### src/rtl/arq_receiver.sv
// Go-back-N style ARQ receiver: delivers in-order frames through a one-deep
// output register and produces coalesced cumulative acknowledgements.
module arq_receiver #(
  parameter int DATA_W = 32,
  parameter int SEQ_W  = 4
) (
  input  logic              clk,
  input  logic              rst,
  input  logic              in_valid,
  output logic              in_ready,
  input  logic [DATA_W-1:0] in_p,
  input  logic [SEQ_W-1:0]  in_seq,
  output logic              out_valid,
  input  logic              out_ready,
  output logic [DATA_W-1:0] out_payload,
  output logic              ack_valid,
  input  logic              ack_ready,
  output logic [SEQ_W-1:0]  ack_seq
);

  logic [SEQ_W-1:0] expected;
  logic             delivered_any;
  logic             accept;
  logic             in_order;
  logic             ack_event;
  logic [SEQ_W-1:0] ack_seq_next;

  // Output register can take a new word whenever it is empty or draining.
  assign in_ready = !rst && (!out_valid || out_ready);
  assign accept   = in_valid && in_ready;
  assign in_order = accept && (in_seq == expected);

  // Out-of-order frames re-ack the last delivered seq once anything was delivered.
  assign ack_event    = in_order || (accept && !in_order && delivered_any);
  assign ack_seq_next = in_order ? in_seq : expected - 1'b1;

  always_ff @(posedge clk) begin
    if (rst) begin
      expected      <= '0;
      delivered_any <= 1'b0;
      out_valid     <= 1'b0;
      out_payload   <= '0;
    end else if (in_order) begin
      expected      <= expected + 1'b1;
      delivered_any <= 1'b1;
      out_valid     <= 1'b1;
      out_payload   <= in_p;
    end else if (out_valid && out_ready) begin
      out_valid     <= 1'b0;
    end
  end

  // Ack register is independent of the data path; a newer event overwrites a pending one.
  always_ff @(posedge clk) begin
    if (rst) begin
      ack_valid <= 1'b0;
      ack_seq   <= '0;
    end else if (ack_event) begin
      ack_valid <= 1'b1;
      ack_seq   <= ack_seq_next;
    end else if (ack_valid && ack_ready) begin
      ack_valid <= 1'b0;
    end
  end

endmodule
### config.mk
export PLATFORM = sky130hd
export DESIGN_NAME = arq_receiver
export DESIGN_NICKNAME = d
export VERILOG_FILES = /design/src/rtl/arq_receiver.sv
export SDC_FILE = /design/constraint.sdc
export NUM_CORES = 1
export LEC_CHECK = 0
export BUFFER_PORTS_ARGS = -buffer_cell sky130_fd_sc_hd__buf_2
export CORE_ASPECT_RATIO = 1.75
export CORE_UTILIZATION = 46
export CTS_CLUSTER_SIZE = 10
export DETAILED_ROUTE_END_ITERATION = 16
export GPL_TIMING_DRIVEN = 0
export HOLD_SLACK_MARGIN = 0.12
export PLACE_DENSITY = 0.89
export SYNTH_ARGS = -nofsm -noshare
export SYNTH_HDL_FRONTEND = slang
export SYNTH_SLANG_ARGS = --single-unit
### constraint.sdc
create_clock -name clk -period 2.1 [get_ports clk]
set_input_delay 0.315 -clock clk [delete_from_list [all_inputs] [get_ports clk]]
set_output_delay 0.315 -clock clk [all_outputs]
set_load 0.1 [all_outputs]
# After elaboration in Yosys (flattened, before gate mapping)
# Cells that the tools add are included.
totals:
  output_inout_bits: 39
  register_bits: 43
  inputBits: 41
classes:
  muxes: 5
  reduce_logical: 14
  add_sub_neg: 2
  eq_ne: 1
ops:
  columns: ["operator", "n"]
  rows:
  - ["$logic_and A1 B1 Y1", 7]
  - ["$add A4 B1 Y4 const B", 1]
  - ["$eq A4 B4 Y1", 1]
  - ["$mux W1", 4]
  - ["$mux W4", 1]
  - ["$reduce_bool A2 Y1", 2]
  - ["$sub A4 B1 Y4 const B", 1]
  - ["$logic_not A1 Y1", 3]
  - ["$logic_or A1 B1 Y1", 2]

# Longest topological paths before layout
# Gate-level depths: netlist (run 1).
logic_depth:
  depth_word: 10
  ltp_mapped: 6
  ltp_nobuf: 6

# Worst setup path after synthesis (run 1)
# OpenSTA, ideal clock, no wires.
synth_path:
  path_kind: "register to output"
  from: "reg out_valid"
  to: "out in_ready"
  required_time_ns: 1.785
  t_arrival_ns: 2.196
  setup_slack_ns: -0.411
  path_stages_with_launch: 3
  path_cell_list: "dfxtp_1 nor2b_1 nor2_1"
synth_via:
  elab_chain_cells: 3
synth_lines:
  columns: ["item", "line", "rtl"]
  rows:
  - ["from (decl)", "13", "output logic out_valid,"]
  - ["from (signal assigned)", "41", "out_valid <= 1'b0;"]
  - ["from (signal assigned)", "46", "out_valid <= 1'b1;"]
  - ["from (signal assigned)", "49", "out_valid <= 1'b0;"]
  - ["$logic_not A1 Y1", "29", "assign in_ready = !rst && (!out_valid || out_ready);"]
  - ["$logic_or A1 B1 Y1", "29", null]
  - ["$logic_and A1 B1 Y1", "29", null]
  - ["to (decl)", "10", "output logic in_ready,"]
# Every way passes these cells.

# Worst setup path in the final report (run 1)
layout_path:
  from: "reg expected[1]"
  to: "reg expected[3]"
layout_via:
  elab_chain_cells: 2
  elab_cells_between_ends: 3
layout_lines:
  columns: ["item", "line", "rtl"]
  rows:
  - ["from (decl)", "21", "logic [SEQ_W-1:0] expected;"]
  - ["from (signal assigned)", "44", "expected <= expected + 1'b1;"]
  - ["parallel branches: the longest is 2 deep, another holds $add A4 B1 Y4", null, null]
# Several ways; the timed one is not identified.
# A chain may end at the register's enable or synchronous reset.

==> out/results.ini, run 1 <==
[synth]
ys.warnings.count=0
syn_area_sq_um=1780
syn-num-nets=261
synth_cell_types=23
ys_ff_latch=43
netlist_instances=218
synthTopCellsByArea=dfxtp_1 (48%), a21oi_1 (12%), nand3_1 (11%)
synth_top_area_share=0.483
syn_area_per_cell_sq_um=8.17
seq_area_frac_synth=0.483
synth.largest_area_cell=dfxtp_1

[power_and_ir_drop]
comb_power_share=0.116
sw_frac_of_total=0.268
vdd_ir_drop_max_v=0.000480
powerDensity_nw_per_um2=651
p_sw_uw=404
p_clk_frac=0.336
p_seq_frac=0.548
internal_power_mw=1.10
p_leak_nw=0.961

[route]
highest-signal-layer=met4
viasPerCell=5.45
wl_met1_microns=1830
dr_total_vias=1901
route.met2.wl_microns=2410
remaining_drc_errors=0
dr.first_iter.drc_count=19
wl_met3_microns=177
drtPass1Iterations=4
avgRoutedWirePerCell_microns=13.2
drt-total-wl_microns=4610
ant_nets=0

[worst_hold_path]
hp-class=in -> reg

[cts]
ctsHoldBuffers=0
cts_tree=yes
clk_latency_ns=0.30
numCtsBuffers=5
cts.path.max_buffers=2
cts.clk_slew.worst_paths_ns=0.08
htree_levels=2
post-cts-setup-buffer-count=0
root_buffer=clkbuf_8
numClockSinks=43

[sta]
finalCriticalPeriod_ns=1.87
rsz0062_at_grt=no
fin_crit_sh=0.889
worst_pin_slew_ns=0.631
slew_headroom=0.576
finalMaxSlewViolations=0
setup_tns_ns=0
skew_ns=0.00597
setup_viol=0
finalHoldViolCount=0
fmax_mhz=535

[setup_path]
slowest_stage=or4_4
startpoint_type=flip-flop
cpPeakStageDelay_ns=0.56
crit_type=reg -> reg
crit_path_end_kind=flip-flop
crit_required_ns=2.27
arrival_ns=2.04
path_cells=xor2_1 > or4_4 > buf_2 > o31ai_1 > a21oi_1
path_max_fanout=19

[grt]
grt_max_degree=14
grt.total_usage=0.231
grt-ovfl-total=0
grt_pass1_vias=1638
antenna_found_initial=0
grt_pass1_wl_microns=7400

[place]
place.gp.congestion=0.806
placed_area_sq_um=2230
portBuffers=78
post-dp-hpwl_microns=3390

[cells_and_area]
final_common_cell=buf_2
multiInputGateArea_sq_um=826
syn_to_final_growth_pct=29.9
utilization=0.631
postLayoutCellArea_sq_um=2310
nets=345
layout-drive-gt1-share=0.297
final_cell_mix=buf_2 (80), a21oi_1 (42), dfxtp_1 (42)
register_area_sq_um=862
fillers=357
diodes=0

[floorplanning]
dieArea_sq_um=4130
initial_core_util=0.486
die_h_microns=84.3
core_sq_um=3660
rows=29
io_pins=80
die_w_microns=49.0

[status]
outcome=completed

[job]
cap_violations=0

==> layout make-up <==
class	instances	area share
flip-flops and latches	43	0.373
multi-input cells	150	0.357
repair buffers	78	0.169
plain buffers	20	0.0335
clock buffers	6	0.0314
well taps	46	0.0249
inverters	4	0.00649
clock inverters	2	0.00541
==> cell families after synthesis <==
group,count (synthesis),share of synthesized area
fa+ha+maj,2,0.0141
compound gates,81,0.238
mux,1,0.00562
flops,43,0.483
xor+xnor,6,0.0295
simple gates,60,0.176
buf+inv,25,0.0541
==> power groups by stage <==
stage | sequential [mW] | combinational (mW) | clock, mW
floorplan | 0.886 | 0.0662 | 0
global placement | 0.843 | 0.173 | 0
detailed placement | 0.844 | 0.174 | 0
CTS | 0.824 | 0.175 | 0.521
global route | 0.825 | 0.187 | 0.551
finish | 0.824 | 0.175 | 0.506
==> registers in the layout, summed over array words and instances (netlist names) <==
| register | count |
|---|---|
| ack_seq | 4 |
| ack_valid | 1 |
| delivered_any | 1 |
| expected | 4 |
| out_payload | 32 |
| out_valid | 1 |
==> path summary, 6_finish.rpt <==
kind | start | to | slack [ns] | cells past startpoint
worst min-delay path | in_p[11] | out_payload[11] | 0.25 | 3
worst min register to register | out_payload[19] | out_payload[19] | 0.47 | 2
worst max register to register | expected[1] | expected[3] | 0.23 | 5
worst max-delay path | expected[1] | expected[3] | 0.23 | 5
==> critical path, delay by kind of cell, from the launching register on <==
| family | cells | cell delay [ns] |
|---|---|---|
| buffers and inverters | 1 | 0.24 |
| AO/OA/AOI/OAI | 2 | 0.36 |
| flip-flops | 1 | 0.37 |
| AND/OR/NAND/NOR | 1 | 0.56 |
| XOR/XNOR | 1 | 0.19 |
==> metal layers <==
layer | up-vias | global-route usage
met5 | - | 0
met4 | 0 | 0.147
met3 | 19 | 0.0453
met2 | 72 | 0.391
met1 | 862 | 0.259
li1 | 948 | -
==> stage by stage <==
step           hold slack [ns]  setup WS [ns]  total power [mW]  std cells
2_1_floorplan            0.442         0.0248             0.953        218
3_3_place_gp             0.457          0.130              1.02        342
3_5_place_dp             0.462          0.103              1.02        342
4_1_cts                  0.250          0.135              1.52        350
5_1_grt                  0.244         0.0635              1.56        349
6_report                 0.255          0.232              1.51        349
==> cell usage after synthesis (all sizes together) <==
library cell  instances
dfxtp                43
a21oi                42
nand3                40
o21ai                34
clkbuf               19
xor2                  5
inv                   4
nor2                  4
nand2b                3
nand4                 3
nor3                  3
o221ai                3
buf                   2
ha                    2
nand2                 2
nor2b                 2
or4                   2
mux2i                 1
nor4                  1
o31ai                 1
o41ai                 1
xnor2                 1
==> repair_timing <==
item                                   4_1_cts  5_1_grt
setup endpoints to repair                    0        8
endpoints found under the hold margin        0        0
resized for setup                            0        1
No activity file was read; power rests on OpenSTA's default activity.
==> inputs of run 2 (changes only) <==
--- a/config.mk
+++ b/config.mk
@@ -12,6 +12,7 @@
 export DETAILED_ROUTE_END_ITERATION = 16
 export GPL_TIMING_DRIVEN = 0
 export HOLD_SLACK_MARGIN = 0.12
+export MAX_ROUTING_LAYER = met4
 export PLACE_DENSITY = 0.89
 export SYNTH_ARGS = -nofsm -noshare
 export SYNTH_HDL_FRONTEND = slang
==> out/results.ini, run 2 (synthesized netlist as in run 1, its figures left out) <==
[status]
outcome=completed  ; unchanged

[setup_path]
rrSetupSlack_ns=0.18  ; was 0.23 ns
critPathTopFamily=simple AND/OR/NAND/NOR gates  ; unchanged
crit_required_ns=2.28  ; was 2.27 ns
r2r_cells=6  ; was 5
arrival_ns=2.09  ; was 2.04 ns
rr_startpoint=expected[1]  ; unchanged
cpPeakStageDelay_ns=0.56  ; about the same
crit_path_end_kind=flip-flop  ; unchanged
slowest_stage=or4_4  ; unchanged
startpoint_type=flip-flop  ; unchanged
crit_type=reg -> reg  ; unchanged
worst-path-buf-inv=2  ; was 1
reg2reg_to=out_payload[25]  ; was expected[3]
path_max_fanout=10  ; was 19
path_cells=xor2_1 > or4_4 > buf_2 > clkbuf_1 > o21ai_0 > a21oi_1  ; was xor2_1 > or4_4 > buf_2 > o31ai_1 > a21oi_1

[sta]
setup_tns_ns=0  ; unchanged
setup_viol=0  ; unchanged
finalMaxSlewViolations=0  ; unchanged
slew_headroom=0.589  ; was 0.576
finalCriticalPeriod_ns=1.92  ; was 1.87 ns
fmax_mhz=522  ; was 535 MHz
fin_crit_sh=0.912  ; was 0.889
rsz0062_at_grt=no  ; unchanged
finalHoldViolCount=0  ; unchanged
worst_pin_slew_ns=0.612  ; was 0.631 ns
skew_ns=0.00359  ; was 0.00597 ns

[worst_hold_path]
min_to=out_payload[11]  ; unchanged
min_delay_path_depth=3  ; unchanged
min_from=in_p[11]  ; unchanged
hp-class=in -> reg  ; unchanged

[floorplanning]
core_sq_um=3660  ; unchanged
io_pins=80  ; unchanged
dieArea_sq_um=4130  ; unchanged
rows=29  ; unchanged
die_w_microns=49.0  ; unchanged
initial_core_util=0.486  ; unchanged
die_h_microns=84.3  ; unchanged

[power_and_ir_drop]
p_clk_frac=0.338  ; was 0.336
comb_power_share=0.116  ; about the same
powerDensity_nw_per_um2=651  ; about the same
internal_power_mw=1.10  ; about the same
sw_frac_of_total=0.271  ; was 0.268
p_seq_frac=0.546  ; was 0.548
p_leak_nw=0.963  ; was 0.961 nW
p_sw_uw=409  ; was 404 uW
vdd_ir_drop_max_v=0.000478  ; was 0.000480 V

[cells_and_area]
final_common_cell=buf_2  ; unchanged
nets=346  ; was 345
largest_reg_flops=32  ; unchanged
fillers=355  ; was 357
layout-drive-gt1-share=0.299  ; was 0.297
largest-register=out_payload  ; unchanged
syn_to_final_growth_pct=30.2  ; was 29.9%
diodes=0  ; unchanged
utilization=0.633  ; was 0.631
final_cell_mix=buf_2 (80), a21oi_1 (42), dfxtp_1 (41)  ; was buf_2 (80), a21oi_1 (42), dfxtp_1 (42)
top_regs=out_payload: 32 flops, ack_seq: 4 flops, expected: 4 flops  ; unchanged

[cts]
numClockSinks=43  ; unchanged
cts_resized=0  ; unchanged
htree_levels=2  ; unchanged
root_buffer=clkbuf_8  ; unchanged
clk_latency_ns=0.30  ; about the same
cts.clk_slew.worst_paths_ns=0.08  ; about the same
post-cts-setup-buffer-count=0  ; unchanged
ctsHoldBuffers=0  ; unchanged
cts_tree=yes  ; unchanged
numCtsBuffers=5  ; unchanged
cts.path.max_buffers=2  ; unchanged

[grt]
grt_pass1_wl_microns=7400  ; about the same
grt_pass1_vias=1634  ; was 1638
grt_use_met1=0.259  ; unchanged
grt.met3_usage=0.0453  ; unchanged
grt-ovfl-total=0  ; unchanged
antenna_found_initial=0  ; unchanged
met2_usage=0.391  ; unchanged
grt_max_degree=14  ; unchanged
gr-max-usage-layer=met2  ; unchanged
grt.total_usage=0.238  ; was 0.231

[route]
remaining_drc_errors=0  ; unchanged
dr.first_iter.drc_count=29  ; was 19
ant_nets=0  ; unchanged
avgRoutedWirePerCell_microns=13.3  ; was 13.2 microns
viasPerCell=5.45  ; about the same
dr_total_vias=1907  ; was 1901
drtPass1Iterations=4  ; unchanged
drt-total-wl_microns=4650  ; was 4610 microns

[place]
place.gp.congestion=0.818  ; was 0.806
post-dp-hpwl_microns=3390  ; unchanged
portBuffers=78  ; unchanged

[job]
cap_violations=0  ; unchanged

run 2: cell types whose count changed in the layout (fill, tap and decap cells not counted):
| cell | before | now |
|---|---|---|
| dfxtp_2 | 1 | 2 |
| clkbuf_1 | 19 | 20 |
| dfxtp_1 | 42 | 41 |
run 2: layout make-up:
type / instances / area, sq um / share of cell area
Multi-Input combinational cell: 150 / 826 / 0.356
Clock inverter: 2 / 12.5 / 0.00540
Tap cell: 46 / 57.6 / 0.0248
Timing Repair Buffer: 78 / 390 / 0.168
Sequential cell: 43 / 863 / 0.372
Buffer: 21 / 81.3 / 0.0351
Inverter: 4 / 15.0 / 0.00648
Clock buffer: 6 / 72.6 / 0.0313
run 2: metrics by stage:
stage | worst slack, ns | std cells | total power, mW | hold slack, ns | area, sq um
after floorplan | 0.0248 | 218 | 0.953 | 0.442 | 1780
after global placement | 0.130 | 342 | 1.02 | 0.457 | 2230
after detailed placement | 0.103 | 342 | 1.02 | 0.462 | 2230
after CTS | 0.135 | 350 | 1.52 | 0.250 | 2320
after global routing | 0.0318 | 350 | 1.56 | 0.244 | 2320
final | 0.185 | 350 | 1.51 | 0.255 | 2320
run 2: power groups by stage:
stage | clock (mW) | combinational (mW) | sequential (mW)
after floorplan | 0 | 0.0662 | 0.886
final | 0.510 | 0.175 | 0.824
after global placement | 0 | 0.173 | 0.843
after CTS | 0.521 | 0.175 | 0.824
after global routing | 0.551 | 0.187 | 0.825
after detailed placement | 0 | 0.174 | 0.844
run 2: worst max-delay path by stage:
stage                      from              end  slack, ns  depth (start not counted)
floorplan             out_valid       ack_seq[3]       0.02                          5
global placement      in_seq[1]  out_payload[25]       0.13                          7
detailed placement    in_seq[1]  out_payload[25]       0.10                          7
CTS                 expected[1]  out_payload[25]       0.13                          6
global route        expected[1]      expected[1]       0.03                          6
finish              expected[1]  out_payload[25]       0.18                          6
run 2: routing by layer:
| layer | vias up | wire length, microns |
|---|---|---|
| li1 | 950 | - |
| met1 | 868 | 1850 |
| met2 | 69 | 2440 |
| met3 | 20 | 168 |
| met4 | 0 | 195 |
| met5 | - | 0 |
run 2: worst reg2reg max path, stage by stage, from the launching register on:
cell,delay [ns]
dfxtp_2,0.36
xor2_1,0.18
or4_4,0.56
buf_2,0.20
clkbuf_1,0.21
o21ai_0,0.20
a21oi_1,0.08
